===== src/rtl/shiftreg_pkg.sv =====
// shiftreg_pkg: op codes and FSM states shared by the shift register sequencer.
package shiftreg_pkg;

  typedef enum logic [2:0] {
    OP_LOAD = 3'd0,
    OP_SHR  = 3'd1,
    OP_SHL  = 3'd2,
    OP_ROR  = 3'd3,
    OP_ROL  = 3'd4,
    OP_ASR  = 3'd5,
    OP_NOP0 = 3'd6,
    OP_NOP1 = 3'd7
  } op_e;

  typedef enum logic {
    S_IDLE  = 1'b0,
    S_SHIFT = 1'b1
  } state_e;

  function automatic logic is_shift(input logic [2:0] op);
    return op_e'(op) inside {OP_SHR, OP_SHL, OP_ROR, OP_ROL, OP_ASR};
  endfunction

endpackage


===== src/rtl/shiftreg_step.sv =====
// shiftreg_step: one single-bit shift/rotate step; non-shift ops pass q through.
module shiftreg_step
  import shiftreg_pkg::*;
#(
  parameter int WIDTH = 8
) (
  input  logic [WIDTH-1:0] q,
  input  logic [2:0]       op,
  input  logic             shiftIn,
  output logic [WIDTH-1:0] next_q,
  output logic             out_bit
);

  always_comb begin
    next_q  = q;
    out_bit = 1'b0;
    case (op_e'(op))
      OP_SHR:  begin next_q = {shiftIn, q[WIDTH-1:1]};  out_bit = q[0];       end
      OP_SHL:  begin next_q = {q[WIDTH-2:0], shiftIn};  out_bit = q[WIDTH-1]; end
      OP_ROR:  begin next_q = {q[0], q[WIDTH-1:1]};     out_bit = q[0];       end
      OP_ROL:  begin next_q = {q[WIDTH-2:0], q[WIDTH-1]}; out_bit = q[WIDTH-1]; end
      OP_ASR:  begin next_q = {q[WIDTH-1], q[WIDTH-1:1]}; out_bit = q[0];     end
      default: begin next_q = q;                        out_bit = 1'b0;       end
    endcase
  end

endmodule


===== src/rtl/shiftreg_seq.sv =====
// shiftreg_seq: universal shift register stepping one bit per clock per command.
// Define SHIFTREG_SEQ_ABORT_EN to add an abort input that ends a running command early.
module shiftreg_seq
  import shiftreg_pkg::*;
#(
  parameter int WIDTH = 8,
  localparam int CNT_W = $clog2(WIDTH + 1)
) (
  input  logic             clk,
  input  logic             reset_n,
`ifdef SHIFTREG_SEQ_ABORT_EN
  input  logic             abort,
`endif
  input  logic             start,
  input  logic [2:0]       op,
  input  logic [CNT_W-1:0] amount,
  input  logic [WIDTH-1:0] a,
  input  logic             shiftIn,
  output logic [WIDTH-1:0] q,
  output logic             serialOut,
  output logic             busy,
  output logic             done
);

  state_e           r_state, w_state_nxt;
  logic [2:0]       r_op, w_step_op;
  logic [CNT_W-1:0] r_cnt, w_cnt_nxt, w_amt;
  logic [WIDTH-1:0] r_q, w_q_nxt, w_step_q;
  logic             r_out, w_out_nxt, w_step_bit;
  logic             r_busy, r_done, w_done_nxt;
  logic             w_abort, w_go, w_launch, w_step, w_idle;

`ifdef SHIFTREG_SEQ_ABORT_EN
  assign w_abort = abort;
`else
  assign w_abort = 1'b0;
`endif

  assign w_idle    = r_state == S_IDLE;
  assign w_amt     = (amount > CNT_W'(WIDTH)) ? CNT_W'(WIDTH) : amount;
  assign w_go      = w_idle && start && is_shift(op) && amount != '0;
  assign w_launch  = w_go && w_amt > CNT_W'(1);
  assign w_step_op = w_idle ? op : r_op;

  shiftreg_step #(.WIDTH(WIDTH)) u_step (
    .q       (r_q),
    .op      (w_step_op),
    .shiftIn (shiftIn),
    .next_q  (w_step_q),
    .out_bit (w_step_bit)
  );

  always_ff @(posedge clk or negedge reset_n) begin
    if (!reset_n) r_state <= S_IDLE;
    else          r_state <= w_state_nxt;
  end

  always_comb begin
    w_state_nxt = w_idle ? (w_launch ? S_SHIFT : S_IDLE)
                         : ((w_abort || r_cnt == CNT_W'(1)) ? S_IDLE : S_SHIFT);
  end

  // An abort cancels the step at its own edge, so q and serialOut hold.
  always_comb begin
    w_step     = w_idle ? w_go : !w_abort;
    w_q_nxt    = w_step ? w_step_q
               : (w_idle && start && op_e'(op) == OP_LOAD) ? a : r_q;
    w_out_nxt  = w_step ? w_step_bit : r_out;
    w_cnt_nxt  = w_idle ? (w_go ? w_amt - CNT_W'(1) : r_cnt)
                        : (w_abort ? '0 : r_cnt - CNT_W'(1));
    w_done_nxt = w_idle ? (start && !w_launch) : (w_state_nxt == S_IDLE);
  end

  always_ff @(posedge clk or negedge reset_n) begin
    if (!reset_n) begin
      r_q    <= '0;
      r_out  <= 1'b0;
      r_cnt  <= '0;
      r_op   <= 3'd0;
      r_busy <= 1'b0;
      r_done <= 1'b0;
    end else begin
      r_q    <= w_q_nxt;
      r_out  <= w_out_nxt;
      r_cnt  <= w_cnt_nxt;
      r_op   <= w_go ? op : r_op;
      r_busy <= w_state_nxt == S_SHIFT;
      r_done <= w_done_nxt;
    end
  end

  assign q         = r_q;
  assign serialOut = r_out;
  assign busy      = r_busy;
  assign done      = r_done;

endmodule


===== config.mk =====
export PLATFORM = sky130hd
export DESIGN_NAME = shiftreg_seq
export DESIGN_NICKNAME = d
export VERILOG_FILES = /design/src/rtl/shiftreg_pkg.sv /design/src/rtl/shiftreg_step.sv /design/src/rtl/shiftreg_seq.sv
export SDC_FILE = /design/constraint.sdc
export NUM_CORES = 1
export LEC_CHECK = 0
export BUFFER_PORTS_ARGS = -buffer_cell sky130_fd_sc_hd__buf_2
export CAP_MARGIN = 20
export CORE_ASPECT_RATIO = 0.7
export CORE_UTILIZATION = 54
export CTS_BUF_LIST = sky130_fd_sc_hd__clkbuf_8
export CTS_CLUSTER_DIAMETER = 80
export DETAILED_ROUTE_END_ITERATION = 6
export PLACE_DENSITY = 0.84
export SLEW_MARGIN = 30
export SYNTH_ARGS = -nofsm -noshare
export SYNTH_HDL_FRONTEND = slang
export SYNTH_HIERARCHICAL = 1
export SYNTH_SLANG_ARGS = --single-unit

===== constraint.sdc =====
create_clock -name clk -period 4.3 [get_ports clk]
set_input_delay 0.86 -clock clk [delete_from_list [all_inputs] [get_ports clk]]
set_output_delay 0.86 -clock clk [all_outputs]
set_load 0.02 [all_outputs]

Word-level counts from Yosys, hierarchy flattened
Index checks and enable logic that the tools add are counted.

operators by class
  bitwise logic cells = 2
  equal/unequal tests = 14
  reduce and logical (&&, ||, !) cells = 16
  add/sub/neg operators = 2
  order comparisons = 2
  muxes and demuxes = 13

operators by type and width
  operator             count
  $pmux 8 s5           1
  $mux 8               2
  $eq 3x2->1 const B   4
  $eq 3x3->1 const B   4
  $mux 4               3
  $sub 4x1->4 const B  2
  $eq 3x1->1 const B   2
  $logic_and 1x1->1    6
  $ne 6x1->1 const B   1
  $mux 1               5
  $ne 5x1->1 const B   1
  $reduce_bool 5->1    1
  $eq 4x1->1 const B   1
  $gt 4x1->1 const B   1
  $gt 4x4->1 const B   1
  $reduce_bool 2->1    2
  $reduce_bool 4->1    1
  $logic_not 3->1      1
  $mux 3               1
  $reduce_and 3->1     1
  $reduce_or 3->1      1
  $ne 2x2->1 const B   1
  $not 1->1            2
  $pmux 1 s2           1
  other kinds (3)      3

word-level totals
  bits in registers = 18
  bits of input ports = 19

Logic depth before layout (Yosys ltp)
Gate-level depths: netlist (run 1).

  depth after elaboration = 9
  gate-level depth with buffers = 7
  gate-level depth less buffers = 5

Cells and area by module
Netlist (run 1), hierarchy kept.

modules (own cells, without submodules)
  module         seq. area each (µm²)  times used  cells each  area an instance (µm²)
  shiftreg_seq   450.4                 1           85          1,072.3
  shiftreg_step  0.0                   1           46          371.6

Least setup slack after synthesis (run 1)
OpenSTA, ideal clock, no wires.

  path type = reg-to-reg
  from = register, netlist name busy
  to = register r_q[0], in the netlist q[0]
  setup slack = 2.039 ns
  data required time = 4.172 ns
  setup time = 0.128 ns
  arrival time = 2.133 ns
  stages on the path, launching flop included = 7
  cells stage by stage = dfrtp_1 -> buf_1 -> mux2_2 -> buf_6 -> a22o_1 -> a221o_1 -> mux2_1

RTL lines
  item                    RTL line            source
  end signal: assignment  shiftreg_seq.sv:83  r_q <= w_q_nxt;
  end: declaration        shiftreg_seq.sv:28  logic [WIDTH-1:0] r_q, w_q_nxt, w_step_q;

Worst setup path in the final report (run 1)
  from = input port op[2]
  to = register r_q[0], in the netlist q[0]

RTL lines
  item                                      RTL line             source
  start: declaration                        shiftreg_seq.sv:15   input logic [2:0] op,
  $mux 3 *                                  shiftreg_seq.sv:43   assign w_step_op = w_idle ? op : r_op;
  named net w_step_op[2]                    shiftreg_seq.sv:26   logic [2:0] r_op, w_step_op;
  $eq 3x3->1, or another cell as far along  shiftreg_step.sv:17  case (op_e'(op))
  $pmux 8 s5 *                              shiftreg_step.sv:17
  named net w_step_q[0]                     shiftreg_seq.sv:28
  $mux 8 *                                  shiftreg_seq.sv:66   w_q_nxt = w_step ? w_step_q

Mark *: on every way through the listed nets, which the timed path passes. The rest lies on a longest branch.
A chain may end at the register's enable or synchronous reset.

==> qor.csv, run 1 <==
stage,metric,value,unit
critical_path,"delay-heaviest family, CP",multiplexers,
routing,DRT iter0 DRCs,43,
critical_path,CP cell instances,buf_2 > mux2_2 > nor2_2 > a22o_1 > a221o_1 > mux2_1,
routing,ANT nets after route,0,
final_layout,Inserted Diodes,0,
timing,Slew Limit Fails,0,
timing,Final setup viols,0,
final_layout,Final Util,65.1,%
routing,Routed WL,3050,µm
critical_path,crit path max fanout,22,
clock_network,Max H-tree Level,1,
yosys,main area contributors after synthesis,"dfrtp_1, mux2_2, mux2_1",
timing,FMAX,428,MHz
critical_path,Worst Setup End Kind,flop,
yosys,share of Yosys cell area claimed by the top area cell type,31.2,%
timing,"Hold Vio Cnt, Final",0,
place,routability congestion estimate,0.819,
yosys,Syn Nets,153,
critical_path,"Req. time, crit path",4.44,ns
die,starting density of the core,57.8,%
critical_path,reg2reg setup slack,2.02,ns
timing,RSZ-0062 raised after global routing,no,
die,die width,63.8,µm
power_and_ir_drop,total leakage power,0.780,nW
clock_network,CTS sink count,18,
timing,setup TNS,0,ns
yosys,#FFs+latches synth,18,
place,Post-Place Worst Slack,1.71,ns
final_layout,share of cells above drive strength 1,34.6,%
critical_path,Critical Path Slowest Stage Cell,mux2_2,
timing,clock skew,0.00410,ns
place,port bufs,29,
die,FP Rows,15,
clock_network,"Reg clk slew, reported paths",0.07,ns
final_layout,# nets final,180,
global_route,first-pass GRT wire length,5010,µm
final_layout,area grow syn2layout,12.5,%
yosys,library cells used by synthesis,43,
clock_network,postcts setup bufs,0,
timing,final period utilization,54.3,%
clock_network,hold_buf cts,0,
clock_network,Longest Clk Path Bufs,2,
timing,Hold WS,0.491,ns
power_and_ir_drop,peak supply drop,319,µV
place,HPWL after detailed placement,2270,µm
global_route,vias in the first global route,1075,
critical_path,Reg2Reg Launch Point,busy,
routing,WL/cell,16.0,µm
global_route,initial antenna violation count,0,
critical_path,critical path class,primary input to flop,
timing,Slew Limit Headroom,52.5,%
yosys,largest area contributor in the netlist,dfrtp_1,
place,Placed Instance Area,1580,µm²
yosys,Synth warnings,6,
routing,DRC,0,
global_route,grt total ovfl,0,
routing,Via density,6.07,
final_layout,Finished Cell Area,1620,µm²
clock_network,CTS tree,done,
critical_path,Worst setup endpoint,q[0],
global_route,largest net degree at the start of global routing,23,
timing,worst slew pin tran,0.694,ns
global_route,Tot GR Track Use,23.3,%
clock_network,post-CTS sizing,0,
yosys,Syn Area/Cell,11.0,µm²
critical_path,worst setup path startpoint,op[2],
clock_network,root buf cell,clkbuf_8,
clock_network,CTS Buf Count,3,
critical_path,Setup crit start kind,primary input,
critical_path,critical path arrival,2.48,ns
clock_network,clk_lat worst skew,0.26,ns
critical_path,RR Endpoint,q[0],
critical_path,sum of buffers and inverters on the critical path,1,
die,die area,2890,µm²
routing,Pre-antenna DRT Iters,4,
critical_path,CP Depth,6,
routing,Via Count,1153,
yosys,Syn Std Cell Area,1440,µm²
timing,Final min period,2.34,ns
place,placed cell count,187,
critical_path,R2R cell count,5,
die,Die Height,45.3,µm
power_and_ir_drop,Pwr Density,709,nW/µm²
die,CORE AREA,2500,µm²
job,max cap viols,0,
yosys,synthesized netlist cell count,131,
status,status,"finished, final reports clean",
power_and_ir_drop,total power draw,1.15,mW
die,# IOs,30,
timing,worst setup margin,1.96,ns
critical_path,Worst path max stage delay,0.49,ns
worst_hold_path,HP Class,flop to flop,
final_layout,final cell count without fillers,190,
yosys,"Seq/Total Area, Yosys",31.2,%
-- layout make-up --
class / instances / area (µm²)
Multi-Input combinational cell: 103 / 933
Timing Repair Buffer: 29 / 145
Tap cell: 34 / 42.5
Inverter: 3 / 11.3
Fill cell: 204 / 872
Clock buffer: 3 / 41.3
Sequential cell: 18 / 450
-- cells in the final DEF (no fill, tap or decap), types with 2 or more instances in the layout --
cell       count
a22o_1         7
or4_1          2
a21o_1         7
inv_1          3
clkbuf_8       3
ha_1           3
mux2_2        12
a21oi_1        2
mux2_4         3
o2bb2ai_1      6
o211ai_1       2
dfrtp_1       18
nor2b_1        4
nand2b_1       6
o41ai_1        3
nand2_1        4
mux2i_1        8
o311ai_2       2
mux2_1         9
nor2_1         3
buf_2         29
-- worst min path at each step --
stage	from	to	cells past startpoint
after detailed placement	serialOut	serialOut	1
after CTS	serialOut	serialOut	1
after floorplan	r_op[0]	r_op[0]	1
after global placement	serialOut	serialOut	1
final	serialOut	serialOut	1
after global routing	serialOut	serialOut	1
-- cells in the mapped netlist (all sizes together) --
cell and number:
xor2 1, or4 2, dfrtp 18, a31o 1, o41a 1, nand2 4
a22o 7, a21boi 1, nor4 1, o22ai 1, nor4b 1, o41ai 3
o211ai 2, buf 7, inv 3, o21a 1, o311ai 2, nor3 1
a221o 1, o31ai 1, o21ai 1, and3 1, a2111oi 1, and2 1
nor2b 4, xnor2 1, ha 3, mux2 24, a21o 7, mux2i 8
a21oi 2, or2 1, a31oi 1, o2bb2ai 6, nand2b 6, o221ai 1
nor2 4
-- kinds of logic after synthesis --
logic type                 synth area share (%)
AOI/OAI and AO/OA                          23.7
muxes                                      25.0
and+or+nand+nor                            12.1
DFF                                        31.2
buffers and inverters                      4.16
adders and majority gates                  2.60
xor gates and xnor gates                   1.21
-- where the power goes --
group          internal, mW  switching [mW]
Clock                0.0624          0.0558
Sequential            0.246           0.104
Combinational         0.336           0.348
-- layer usage --
layer / vias up / part of all wire, % / global-route usage [%]
met5: - / 0 / 0
met4: 0 / 0.82 / 6.82
met3: 4 / 5.2 / 6.06
met2: 38 / 45 / 37.2
met1: 550 / 49 / 31.4
li1: 561 / - / -
-- flip-flops by register name (all words and copies together) (netlist names) --
signal and flops:
r_op 3, q 8, serialOut 1, busy 1
r_cnt 4, done 1
No activity file was read; power rests on OpenSTA's default activity.
==> run 2, diff against run 1 <==
ABC_AREA = 1   (was unset)
CORE_UTILIZATION = 51   (was 54)
PLACE_DENSITY = 0.83   (was 0.84)
clock period = 2 ns   (was 4.3 ns; I/O delays follow)
==> qor.csv, run 2 <==
stage,metric,value,unit
final_layout,share of cells above drive strength 1,20.6,%
power_and_ir_drop,peak supply drop,891,µV
final_layout,Inserted Diodes,0,
final_layout,"commonest non-fill, non-tap cell in the layout",nand2_1,
die,CORE AREA,2800,µm²
clock_network,CTS tree,done,
clock_network,CTS sink count,18,
yosys,Syn Std Cell Area,1520,µm²
critical_path,R2R cell count,12,
clock_network,post-CTS sizing,0,
final_layout,Finished Cell Area,1750,µm²
critical_path,"delay-heaviest family, CP",simple AND/OR/NAND/NOR gates,
final_layout,Largest register FFs,8,
die,# IOs,30,
place,Placed Instance Area,1690,µm²
timing,Slew Limit Headroom,72.4,%
yosys,library cells used by synthesis,26,
critical_path,Setup crit start kind,flop,
critical_path,Worst path max stage delay,0.47,ns
status,status,"finished, final reports clean",
global_route,largest net degree at the start of global routing,20,
timing,clock skew,0.00179,ns
global_route,grt total ovfl,0,
yosys,Synth Flop Type,dfrtp_1,
worst_hold_path,HP Class,primary input to async pin,
clock_network,Longest Clk Path Bufs,2,
critical_path,Worst Setup End Kind,flop,
timing,Final setup viols,0,
critical_path,worst setup path startpoint,busy,
routing,ANT nets after route,0,
timing,Final min period,1.69,ns
global_route,grt met1 use,37.4,%
final_layout,"commonest cells after routing, fill and taps aside","nand2_1, inv_1, buf_2, nand3_1, nand4_1",
final_layout,# nets final,285,
critical_path,crit path max fanout,9,
timing,Hold WS,0.0666,ns
clock_network,clk_lat worst skew,0.26,ns
yosys,synthesized netlist cell count,231,
global_route,M3 GR Usage,5.00,%
routing,Routed WL,3630,µm
die,Die Height,47.6,µm
critical_path,Worst setup endpoint,q[1],
yosys,largest area contributor in the netlist,dfrtp_1,
timing,worst slew pin tran,0.413,ns
yosys,most common cell in the netlist,nand2_1,
routing,Via Count,1552,
global_route,first-pass GRT wire length,5890,µm
place,routability congestion estimate,0.803,
place,HPWL after detailed placement,2820,µm
die,die width,67.2,µm
global_route,global routing met2 resource utilization,39.0,%
critical_path,critical path's most frequent cell,nand2_1,
die,die area,3200,µm²
clock_network,"Reg clk slew, reported paths",0.07,ns
yosys,Syn Area/Cell,6.57,µm²
yosys,Post-synth EDFFs,0,
yosys,"Seq/Total Area, Yosys",29.7,%
clock_network,CTS Buf Count,3,
yosys,main area contributors after synthesis,"dfrtp_1, nand2_1, nand4_1",
die,FP Rows,16,
power_and_ir_drop,Pwr Density,1840,nW/µm²
clock_network,postcts setup bufs,0,
timing,RSZ-0062 raised after global routing,no,
routing,DRC,0,
routing,DRT iter0 DRCs,99,
critical_path,RR Endpoint,q[1],
final_layout,area grow syn2layout,15.2,%
routing,Via density,5.21,
yosys,Synth warnings,6,
global_route,Tot GR Track Use,25.2,%
clock_network,Max H-tree Level,1,
critical_path,Reg2Reg Launch Point,busy,
critical_path,critical path class,flop to flop,
critical_path,sum of buffers and inverters on the critical path,4,
global_route,vias in the first global route,1316,
timing,setup TNS,0,ns
timing,FMAX,590,MHz
critical_path,reg2reg setup slack,0.31,ns
global_route,initial antenna violation count,0,
yosys,share of Yosys cell area claimed by the top area cell type,29.7,%
routing,WL/cell,12.2,µm
die,starting density of the core,54.2,%
critical_path,Critical Path Slowest Stage Cell,dfrtp_1,
yosys,"FFs w/ async S/R, synth",100,%
clock_network,hold_buf cts,0,
timing,final period utilization,84.7,%
yosys,Syn Nets,253,
routing,Pre-antenna DRT Iters,4,
clock_network,root buf cell,clkbuf_8,
yosys,#FFs+latches synth,18,
job,max cap viols,0,
critical_path,CP Depth,12,
final_layout,final cell count without fillers,298,
critical_path,"Req. time, crit path",2.20,ns
global_route,busiest grt layer,met2,
power_and_ir_drop,total leakage power,1.01,nW
yosys,Post-synth top cells,"nand2_1, inv_1, nand3_1, nand4_1, dfrtp_1",
place,port bufs,29,
critical_path,CP cell instances,o21ai_0 > buf_4 > inv_4 > nand2_4 > nand3_4 > nand3_1 > nand2_1 > inv_1 > inv_1 > nand2_1 > nand2_1 > nand2_1,
timing,"Hold Vio Cnt, Final",0,
place,placed cell count,294,
timing,Slew Limit Fails,0,
critical_path,critical path arrival,1.89,ns
==> run 2: cells by family after synthesis <==
| group | count (synthesis) | share of synthesized area [%] |
|---|---|---|
| AO/OA/AOI/OAI | 14 | 5.36 |
| XOR/XNOR | 3 | 1.73 |
| adder cells (fa/ha/maj) | 3 | 2.47 |
| buffers and inverters | 43 | 13.6 |
| flip-flops | 18 | 29.7 |
| multiplexers | 1 | 0.660 |
| AND/OR/NAND/NOR | 149 | 46.5 |
==> run 2: routing by layer <==
| layer | part of all wire [%] | up-vias | wire (µm) |
|---|---|---|---|
| met5 | 0 | - | 0 |
| met4 | 0 | 0 | 0 |
| met2 | 44 | 41 | 1590 |
| li1 | - | 806 | - |
| met1 | 51 | 705 | 1850 |
| met3 | 5.0 | 0 | 183 |
==> run 2: worst register-to-register path, stage by stage (launching register included) <==
cell and delay, ns:
dfrtp_1 0.47, o21ai_0 0.24, buf_4 0.23, inv_4 0.07, nand2_4 0.12, nand3_4 0.12, nand3_1 0.10, nand2_1 0.06
inv_1 0.05, inv_1 0.03, nand2_1 0.05, nand2_1 0.05, nand2_1 0.05
==> run 2: per-stage QoR <==
| step | worst slack (ns) | utilization, % | power (mW) |
|---|---|---|---|
| floorplan | 0.213 | - | 2.45 |
| global placement | 0.278 | 60.4 | 2.85 |
| detailed placement | 0.273 | 60.4 | 2.90 |
| CTS | 0.325 | 62.4 | 3.20 |
| global route | 0.163 | 62.4 | 3.57 |
| finish | 0.306 | 62.4 | 3.22 |
==> run 2: worst min-delay path by stage <==
| stage | startpoint | endpoint | depth (start not counted) |
|---|---|---|---|
| after CTS | reset_n | r_cnt[1] | 1 |
| after detailed placement | reset_n | r_cnt[1] | 1 |
| after global placement | reset_n | r_cnt[1] | 1 |
| after global routing | reset_n | r_cnt[3] | 1 |
| after floorplan | reset_n | busy | 0 |
| final | reset_n | r_cnt[1] | 1 |
==> run 2: cell type report <==
cell class	instances	area, µm²
sequential	18	450
tap	36	45.0
clock buffer	4	55.1
inverter	33	131
multi-input combinational	170	861
timing repair buffer	37	205
fill	275	1050
==> run 2: power by group <==
group          total (mW)  switching (mW)  internal, mW
Sequential          0.768           0.210         0.558
Clock               0.303           0.127         0.175
Combinational        2.15            1.37         0.773
